$ cat src/rtl/seg_message_display.sv
// Seven-segment message display: loads a short character message and shows
// it static, blinking or scrolling across N_DIGITS digits, one tick per
// TICK_DIV clock cycles. Segment outputs are registered and active-low.
module seg_message_display #(
    parameter int N_DIGITS = 6,
    parameter int MSG_LEN  = 8,
    parameter int TICK_DIV = 25000000
) (
    input  logic                    clk_i,
    input  logic                    reset_i,
    input  logic                    load_valid_i,
    output logic                    load_ready_o,
    input  logic [5*MSG_LEN-1:0]    load_data_i,
    input  logic [1:0]              mode_i,
    output logic [7*N_DIGITS-1:0]   LED_o,
    output logic                    scroll_wrap_o
);
    localparam int CW = $clog2(TICK_DIV);
    localparam int OW = (MSG_LEN > 1) ? $clog2(MSG_LEN) : 1;

    typedef enum logic [1:0] {BLANK, LOAD, RUN} state_t;

    state_t                    state;
    logic [MSG_LEN-1:0][4:0]   buffer;
    logic [1:0]                mode;
    logic [CW-1:0]             cnt;
    logic [OW-1:0]             offset;
    logic                      phase;
    logic                      accept;
    logic                      tick;
    logic                      is_blink;
    logic                      is_scroll;
    logic [7*N_DIGITS-1:0]     image;

    // Active-low gfedcba glyph for a 5-bit character code
    function automatic logic [6:0] glyph(input logic [4:0] c);
        case (c)
            5'h00: glyph = 7'b1000000;
            5'h01: glyph = 7'b1111001;
            5'h02: glyph = 7'b0100100;
            5'h03: glyph = 7'b0110000;
            5'h04: glyph = 7'b0011001;
            5'h05: glyph = 7'b0010010;
            5'h06: glyph = 7'b0000010;
            5'h07: glyph = 7'b1111000;
            5'h08: glyph = 7'b0000000;
            5'h09: glyph = 7'b0010000;
            5'h0A: glyph = 7'b0001000;
            5'h0B: glyph = 7'b0000011;
            5'h0C: glyph = 7'b1000110;
            5'h0D: glyph = 7'b0100001;
            5'h0E: glyph = 7'b0000110;
            5'h0F: glyph = 7'b0001110;
            5'h11: glyph = 7'b0111111;
            5'h12: glyph = 7'b1000111;
            5'h13: glyph = 7'b1000001;
            5'h14: glyph = 7'b1111001;
            5'h15: glyph = 7'b0101111;
            5'h16: glyph = 7'b0101011;
            5'h17: glyph = 7'b0001100;
            5'h18: glyph = 7'b0001001;
            5'h19: glyph = 7'b0100011;
            default: glyph = 7'b1111111;
        endcase
    endfunction

    // Character at buffer position i; any position outside the buffer is blank
    function automatic logic [4:0] char_at(input logic [MSG_LEN-1:0][4:0] b, input int i);
        char_at = 5'h10;
        for (int m = 0; m < MSG_LEN; m++)
            if (m == i) char_at = b[m];
    endfunction

    assign is_blink      = (mode == 2'b01);
    assign is_scroll     = (mode == 2'b10);
    assign load_ready_o  = (state != LOAD) && !reset_i;
    assign accept        = load_valid_i && load_ready_o;
    assign tick          = (state == RUN) && (cnt == CW'(TICK_DIV - 1));
    // A tick that coincides with a new message is swallowed, so no wrap pulse then
    assign scroll_wrap_o = tick && is_scroll && (offset == OW'(MSG_LEN - 1)) && !accept && !reset_i;

    // Next display image from current registers; LOAD already shows the new message
    always_comb begin
        image = '1;
        for (int k = 0; k < N_DIGITS; k++)
            image[7*k +: 7] = glyph(char_at(buffer,
                is_scroll ? (int'(offset) + N_DIGITS - 1 - k) % MSG_LEN
                          : ((N_DIGITS - 1 - k < MSG_LEN) ? N_DIGITS - 1 - k : -1)));
        if (state == BLANK || (is_blink && !phase))
            image = '1;
    end

    // Control FSM, tick/offset/phase bookkeeping and registered segment output
    always_ff @(posedge clk_i) begin
        if (reset_i) begin
            state  <= BLANK;
            buffer <= {MSG_LEN{5'h10}};
            mode   <= 2'b00;
            cnt    <= '0;
            offset <= '0;
            phase  <= 1'b1;
            LED_o  <= '1;
        end else begin
            LED_o <= image;
            if (accept) begin
                buffer <= load_data_i;
                mode   <= mode_i;
                cnt    <= '0;
                offset <= '0;
                phase  <= 1'b1;
                state  <= LOAD;
            end else if (state == LOAD) begin
                state <= RUN;
            end else if (state == RUN) begin
                cnt <= tick ? '0 : cnt + 1'b1;
                if (tick) begin
                    phase <= ~phase;
                    if (is_scroll)
                        offset <= (offset == OW'(MSG_LEN - 1)) ? '0 : offset + 1'b1;
                end
            end
        end
    end
endmodule

$ cat config.mk
export PLATFORM = sky130hd
export DESIGN_NAME = seg_message_display
export DESIGN_NICKNAME = d
export VERILOG_FILES = /design/src/rtl/seg_message_display.sv
export SDC_FILE = /design/constraint.sdc
export NUM_CORES = 1
export LEC_CHECK = 0
export ABC_CLOCK_PERIOD_IN_PS = 11700
export CAP_MARGIN = 20
export CELL_PAD_IN_SITES_DETAIL_PLACEMENT = 0
export CELL_PAD_IN_SITES_GLOBAL_PLACEMENT = 1
export CORE_MARGIN = 10
export CORE_UTILIZATION = 47
export DETAILED_ROUTE_END_ITERATION = 8
export GPL_ROUTABILITY_DRIVEN = 0
export PLACE_DENSITY_LB_ADDON = 0.15
export SYNTH_ARGS = -nofsm -noshare
export SYNTH_HDL_FRONTEND = slang
export SYNTH_SLANG_ARGS = --single-unit
$ cat constraint.sdc
create_clock -name clk_i -period 11.7 [get_ports clk_i]
set_clock_uncertainty 0.1 [all_clocks]
set_input_delay 2.34 -clock clk_i [delete_from_list [all_inputs] [get_ports clk_i]]
set_output_delay 2.34 -clock clk_i [all_outputs]
set_load 0.01 [all_outputs]
* After elaboration in Yosys (flattened, before gate mapping)
Memories as Yosys holds them, arrays and structs flattened. A register that Yosys moved wholly into a read port is not among the register bits.
Cells that the tools add are included.
** Cells by class
- Magnitude comparators :: 0
- Shift operators :: 0
- Bitwise logic cells :: 8
- Divide/modulo/power cells :: 0
- $mul :: 0
- Mux-type cells :: 58
- Equality and inequality tests :: 49
- Add/sub/neg operators :: 9
- Reduce and logical (&&, ||, !) cells :: 31
** Operators with widths (number)
- equality test 4 x 32 -> 1 bit (first input constant) :: 24
- equality test 3 x 32 -> 1 bit (first input constant) :: 12
- 2-to-1 mux 5 bit :: 48
- equality test 2 x 32 -> 1 bit (first input constant) :: 6
- zero test 32 bit :: 6
- 2-to-1 mux 32 bit :: 6
- adder 25 x 1 -> 25 bit (second input constant) :: 1
- equality test 25 bit (second input constant) :: 1
- 2-to-1 mux 25 bit :: 1
- OR reduction 3 bit :: 6
- subtractor 5 x 3 -> 6 bit (second input constant) :: 2
- subtractor 5 x 4 -> 6 bit (second input constant) :: 2
- logical AND 1 bit :: 8
- bitwise AND 1 bit :: 6
- subtractor 5 x 2 -> 6 bit (second input constant) :: 1
- subtractor 4 x 1 -> 5 bit (second input constant) :: 1
- adder 3 x 3 -> 4 bit (second input constant) :: 1
- equality test 2 x 1 -> 1 bit (second input constant) :: 2
- equality test 2 bit (second input constant) :: 2
- AND reduction 4 bit :: 1
- OR reduction 2 bit :: 2
- adder 3 x 1 -> 3 bit (second input constant) :: 1
- equality test 3 bit (second input constant) :: 1
- zero test 1 bit :: 3
- other kinds (9) :: 11
** Storage, ports and cells
- Bits in latches :: 0
- Bits in read-only memories :: 1344
- Output and inout bits :: 44
- RAM bits :: 0
- Memories :: 6
- Input bits :: 45
- Flip-flop bits (word level) :: 73
- Word-level logic and storage cells :: 175
** Memories
- (name not given) :: depth 32, bits a word 7, rd ports 1, clocked after Yosys merged registers in 1, write ports 0, line 37 : case (c)
- (name not given) :: depth 32, bits a word 7, rd ports 1, clocked after Yosys merged registers in 1, write ports 0, line 37
- (name not given) :: depth 32, bits a word 7, rd ports 1, clocked after Yosys merged registers in 1, write ports 0, line 37
- (name not given) :: depth 32, bits a word 7, rd ports 1, clocked after Yosys merged registers in 1, write ports 0, line 37
- (name not given) :: depth 32, bits a word 7, rd ports 1, clocked after Yosys merged registers in 1, write ports 0, line 37
- (name not given) :: depth 32, bits a word 7, rd ports 1, clocked after Yosys merged registers in 1, write ports 0, line 37

* Logic depth before layout (Yosys ltp)
Gate-level depths: netlist of run 1.
- Word-level depth :: 15
- Mapped depth :: 18

* Least setup slack after synthesis of run 1
Ideal clock, no wire load.
- Kind :: input -> output
- Start point :: in reset_i
- End point :: out scroll_wrap_o
- Setup slack :: 5775 ps
- Path buffers :: 1
- Data required time :: 9260 ps
- Stages on the path :: 6
- Data arrival time :: 3485 ps
- Cell sequence :: clkbuf_1 > a21oi_1 > and2_0 > nor2_1 > nand2_1 > nor4_1
** Between the ends
- Longest elaborated chain between the ends :: 6
** RTL lines
- start: declaration :: line 10 : input logic reset_i,
- zero test 1 bit :: line 76 : assign load_ready_o = (state != LOAD) && !reset_i;
- logical AND 1 bit :: line 76
- via load_ready_o :: line 12 : output logic load_ready_o,
- logical AND 1 bit :: line 77 : assign accept = load_valid_i && load_ready_o;
- zero test 1 bit :: line 80 : assign scroll_wrap_o = tick && is_scroll && (offset == OW'(MSG_LEN - 1)) && !accept && !reset_i;
- logical AND 1 bit (2 in series) :: line 80
- end: declaration :: line 16 : output logic scroll_wrap_o
The timed path passes the listed nets, and every way through them passes these cells.

* Worst setup path in the final report of run 1
- Start point :: in reset_i
- End point :: out scroll_wrap_o
** Between the ends
- Longest elaborated chain between the ends :: 6
** RTL lines (line)
- zero test 1 bit (*) :: 76, 80
- logical AND 1 bit :: 76
- logical AND 1 bit :: 77
- zero test 1 bit :: 80
- logical AND 1 bit :: 80
- logical AND 1 bit (*) :: 80
Every way passes the cells marked *; elsewhere a longest branch is shown, timed or not.

==> qor.yml, run 1 <==
status: "completed"
dp_hpwl_um: 21500
finalHoldViolCount: 0
yosys.area.top_type: "dfxtp_1"
synthTopCellsByArea: "dfxtp_1 25%, ha_1 7.1%, nand2_1 5.2%"
min_path_type: "reg2reg"
max_freq_mhz: 135
path_cells: "clkdlybuf4s50_1 -> buf_4 -> a21oi_1 -> and2_2 -> buf_4 -> nor2_1 -> nand2_1 -> nor4_1 -> clkdlybuf4s50_1"
netlist.area_leader.share_pct: 24.7
drcViolationCount: 0
grt_pass1_vias: 8915
post_cts_resized: 0
end_kind: "output pin"
period_needed_ps: 7430
clockBufferDepth: 2
wl_met3_um: 3510
path_max_fanout: 86
layout_commonest_cell: "nand2_1"
core_area_um2: 19500
fin_ws_ps: 4270
path_buf_inv: 4
start_util_pct: 47.9
cts_setup_buffers: 0
cts_buffers: 17
p_leak_nw: 3.99
postCtsHoldBufs: 0
antenna_cells: 0
slew_headroom_pct: 31.6
clock_latency_ps: 430
cp_slowest_stage_delay_ps: 610
grt_start_max_net_pins: 87
synth_seq_cells: 115
clk_pin_slew_worst_paths_ps: 60
multi_input_area_um2: 6460
ant_nets: 0
setup_viol: 0
fin_area_um2: 10800
cts_tree: "yes"
rows: 51
r2r-end: "LED_o[24]$_SDFF_PP1_"
synth_ff_type: "dfxtp_1"
io_buffers: 88
postLayoutCoreUtil_pct: 55.4
async_flop_share_pct: 0
ys_warn_count: 0
final.fill_count: 1894
synth.distinct_cells: 104
dpl_cell_area_um2: 10200
final_layout_size_suffix_gt1_share_pct: 7.38
antenna_found_initial: 0
p_total_mw: 1.25
seq_area_um2: 2300
start_kind: "input pin"
drt_iter0_drc: 1405
cp_top_family: "buffers and inverters"
dp_cells: 1479
whs_ps: 375
synth.cell_area_um2: 9320
dr.max_layer_used: "met4"
clkSinkCount: 115
io_pins: 89
powerDensity_nw_per_um2: 116
hold_end: "state[1]$_SDFFE_PP0P_"
syn_nets: 1292
min_period_over_period_pct: 63.5
drv_cap: 0
synth_area_per_cell_um2: 7.81
hold_depth: 1
synth-edff-count: 0
grt_remaining_overflow: 0
drtPass1Iterations: 7
final_cells: 1511
ctsRootBufferMaster: "clkbuf_16"
via_count: 9561
min_from: "state[1]$_SDFFE_PP0P_"
area_growth_pct: 15.7
grt_use_total_pct: 23.1
reg2regPathDepth: 14
die_x_um: 161
cts_max_level: 4
finalMaxSlewViolations: 0
met2_length_um: 12500
r2r-start: "offset[0]$_SDFFE_PP0P_"
critical-path-slowest-cell: "clkdlybuf4s50_1"
die_h_um: 161
ir_worst_vdd_mv: 0.0965
routedWlPerCell_um: 20.3
seq_area_frac_synth_pct: 24.7
die-area_um2: 25900
setup-tns-final_ps: 0
cp.arrival_ps: 4990
rsz0062_at_grt: "false"
timing.reg2reg.setup_slack_ps: 6530
critical_path_class: "in2out"
nNetsFinal: 1331
required_ps: 9260
vias_per_cell: 6.33
dp_slack_ps: 4260
wl_um: 30700
grt_first_pass_wirelength_um: 49400
netlist_instances: 1194
mostFrequentLayoutCells: "129 x nand2_1, 115 x dfxtp_1, 102 x nor2_1"
drt-met1-wl_um: 13600
tightest_slew_ps: 1010
-- Yosys cell counts (12+ instances only) --
library cell	n
mux2i_1	38
o22ai_1	12
nor2_1	102
ha_1	53
nand2b_1	48
and3_1	15
nor3_1	42
buf_2	29
dfxtp_1	115
nand2_1	129
nand3_1	39
clkbuf_1	29
o21ai_0	79
inv_1	38
xor2_1	20
a22oi_1	18
a31oi_1	14
a22o_1	12
a221oi_1	18
o211ai_1	16
a21oi_1	56
-- how the worst max path moves through the flow --
stage,from,endpoint,cells past startpoint
2_1_floorplan,reset_i,scroll_wrap_o,6
3_3_place_gp,reset_i,scroll_wrap_o,9
3_5_place_dp,reset_i,scroll_wrap_o,9
4_1_cts,reset_i,scroll_wrap_o,9
5_1_grt,reset_i,scroll_wrap_o,9
6_report,reset_i,scroll_wrap_o,9
-- power by group --
group / internal (mW) / switching (mW)
clock network: 0.320 / 0.218
logic: 0.109 / 0.138
registers: 0.416 / 0.0457
total: 0.844 / 0.402
-- sequential cells by signal, indices dropped and copies added (netlist names) --
register  cells
state         2
LED_o        42
phase         1
buffer       40
mode          2
offset        3
cnt          25
-- cells by family after synthesis --
kind of cell / after synthesis / share of synthesized area (%)
AOI/OAI and AO/OA: 370 / 29.1
xor gates and xnor gates: 27 / 2.62
adders and majority gates: 53 / 7.11
buffers and inverters: 116 / 6.07
DFF: 115 / 24.7
muxes: 46 / 5.17
and+or+nand+nor: 467 / 25.3
-- cell type report --
class,instances,area share (%)
clock inverters,15,1.58
clock buffers,17,3.94
well taps,265,3.07
multi-input cells,963,59.9
flip-flops and latches,115,21.3
repair buffers,97,8.79
inverters,39,1.36
-- routing by layer --
layer / vias to the layer above / track usage, %
li1: 4504 / -
met1: 4393 / 31.7
met2: 552 / 32.7
met3: 112 / 7.11
met4: 0 / 9.35
met5: - / 0
(Power assumes the default switching activity.)
==> run 2, diff against run 1 <==
Settings changed: ABC_CLOCK_PERIOD_IN_PS 11700 to 6650, CORE_UTILIZATION 47 to 40.
Clock period 11.7 ns to 6.65 ns, I/O delays scaled along.
==> run 2 against run 1 <==
- final cell count up 3.1%
- flip-flop and latch count unchanged
- sequential share of layout area down 0.15 points
- critical path depth down 1
- routed wire length up 1.9%
- global-route usage down 3.1 points
- core utilization down 7.7 points
- via count down 0.15%
- count of clock-buffer cells in the layout unchanged
- setup slack worse by 2700 ps
- cell area up 0.70%
- total power up 79%
- critical path type unchanged
==> qor.yml, run 2 (same netlist as run 1, synthesis figures left out) <==
status: "completed"
dp_cells: 1526  # +3.2%
cts_tree: "yes"
final_layout_size_suffix_gt1_share_pct: 7.31  # -0.074 points
nNetsFinal: 1330  # -0.075%
dpl_cell_area_um2: 10200  # +0.52%
area_growth_pct: 16.5
min_path_type: "reg2reg"
grt_pass1_vias: 8951  # +0.40%
path_cells: "clkdlybuf4s50_1 -> buf_4 -> a21oi_1 -> and2_2 -> nor2_1 -> nand2_1 -> nor4_1 -> clkdlybuf4s50_1"
grt_use_total_pct: 20.0  # -3.1 points
reg_top3: "LED_o (42), buffer (40), cnt (25)"
tightest_slew_ps: 1020  # +7.18 ps
reg2regPathDepth: 14  # unchanged
timing.reg2reg.setup_slack_ps: 1610  # -4920 ps
mostFrequentLayoutCells: "129 x nand2_1, 115 x dfxtp_1, 102 x nor2_1"
largest_register_ffs: 42  # unchanged
drcViolationCount: 0  # unchanged
die_h_um: 173  # +7.4%
fin_area_um2: 10900  # +0.70%
clock_latency_ps: 420  # about the same
slew_headroom_pct: 32.0  # +0.41 points
period_needed_ps: 5060
drtPass1Iterations: 7  # unchanged
p_sw_mw: 0.702  # +75%
met2_length_um: 13100  # +5.0%
die-area_um2: 29800  # +15%
via_count: 9547  # -0.15%
drv_cap: 0  # unchanged
critical_path_class: "in2out"
antenna_found_initial: 0  # unchanged
wl_um: 31300  # +1.9%
p_total_mw: 2.22  # +79%
post_cts_resized: 0  # unchanged
finalHoldViolCount: 0  # unchanged
ir_worst_vdd_mv: 0.143  # +49%
p_comb_share_pct: 19.6  # -0.2 points
start_kind: "input pin"
clockBufferDepth: 2  # unchanged
p_sw_share_pct: 31.6  # -0.67 points
drt-met1-wl_um: 14000  # +3.2%
cp_top_family: "buffers and inverters"
vias_per_cell: 6.13  # -3.2%
required_ps: 5220  # -4040 ps
fin_ws_ps: 1590  # -2680 ps
finalMaxSlewViolations: 0  # unchanged
antenna_cells: 0  # unchanged
cts_buffers: 17  # unchanged
grt_remaining_overflow: 0  # unchanged
drt_iter0_drc: 1189  # -15%
setup_viol: 0  # unchanged
ctsRootBufferMaster: "clkbuf_16"
path_max_fanout: 46  # -47%
routedWlPerCell_um: 20.1  # -1.2%
p_leak_nw: 3.99  # about the same
core_area_um2: 22800  # +17%
clk_pin_slew_worst_paths_ps: 60  # about the same
grt_first_pass_wirelength_um: 49500  # +0.15%
cts_setup_buffers: 0  # unchanged
io_buffers: 88  # unchanged
io_pins: 89  # unchanged
end_kind: "output pin"
clkPwrFrac_pct: 43.9  # +0.8 points
wl_met3_um: 2990  # -15%
powerDensity_nw_per_um2: 205  # +77%
hold_end: "cnt[1]$_SDFFE_PP0P_"
r2r-start: "offset[1]$_SDFFE_PP0P_"
path_buf_inv: 3  # -1
grt_start_max_net_pins: 86  # -1.1%
rows: 55  # +7.8%
path_common_cell: "clkdlybuf4s50_1"
layout_commonest_cell: "nand2_1"
top_register: "LED_o"
clkSinkCount: 115  # unchanged
die_x_um: 173  # +7.4%
start_util_pct: 40.9  # -7.0 points
hold_depth: 2  # +1
rsz0062_at_grt: "false"
max_freq_mhz: 198
power.internal_mw: 1.52  # +80%
final_cells: 1558  # +3.1%
ant_nets: 0  # unchanged
min_from: "cnt[1]$_SDFFE_PP0P_"
critical-path-slowest-cell: "clkdlybuf4s50_1"
cp.arrival_ps: 3630  # -1360 ps
dp_hpwl_um: 22200  # +3.1%
dr.max_layer_used: "met4"
r2r-end: "LED_o[20]$_SDFF_PP1_"
postCtsHoldBufs: 0  # unchanged
cp_slowest_stage_delay_ps: 620  # about the same
whs_ps: 374  # -0.214 ps
setup-tns-final_ps: 0  # unchanged
cts_max_level: 4  # unchanged
final.fill_count: 2234  # +18%
dp_slack_ps: 1600  # -2660 ps
postLayoutCoreUtil_pct: 47.7  # -7.7 points
min_period_over_period_pct: 76.1
share_seq_of_total_power_pct: 36.5  # -0.6 points
## run 2: cell count changes in the layout (fill, tap and decap cells not counted)
| cell | delta |
|---|---|
| inv_6 | +1 |
| inv_8 | -1 |
| clkinv_2 | -1 |
| buf_4 | -1 |
| bufinv_16 | +1 |
## run 2: how the worst max path moves through the flow
stage	end	slack, ps	from	cells after the start
final	scroll_wrap_o	1590	reset_i	8
after global routing	LED_o[20]$_SDFF_PP1_	1190	offset[1]$_SDFFE_PP0P_	14
after CTS	scroll_wrap_o	1610	reset_i	8
after detailed placement	scroll_wrap_o	1600	reset_i	8
after global placement	scroll_wrap_o	1590	reset_i	8
after floorplan	scroll_wrap_o	2750	reset_i	6
## run 2: routing by layer
metal | vias to the layer above | global-route usage [%]
met5 | - | 0
met4 | 0 | 8.44
met3 | 86 | 4.92
met2 | 472 | 29.6
met1 | 4477 | 27.0
li1 | 4512 | -
## run 2: power groups by stage
stage	logic (mW)	registers [mW]	clock network [mW]
2_1_floorplan	0.295	0.790	0
3_3_place_gp	0.435	0.824	0
3_5_place_dp	0.432	0.821	0
4_1_cts	0.434	0.806	0.996
5_1_grt	0.483	0.813	1.03
6_report	0.436	0.813	0.976
## run 2: final cells by class
cell class                      instances  area, um2  share of cell area [%]
Inverter                               39        146                    1.35
Timing Repair Buffer                   96        941                    8.66
Sequential cell                       115       2300                    21.2
Clock inverter                         15        193                    1.77
Multi-Input combinational cell        963       6460                    59.5
Tap cell                              313        392                    3.61
Clock buffer                           17        425                    3.92
## run 2: worst min-delay path, cell delays in order, from the launching register on
cell     delay, ps
dfxtp_1        320
nand2_1         60
a21oi_1         50
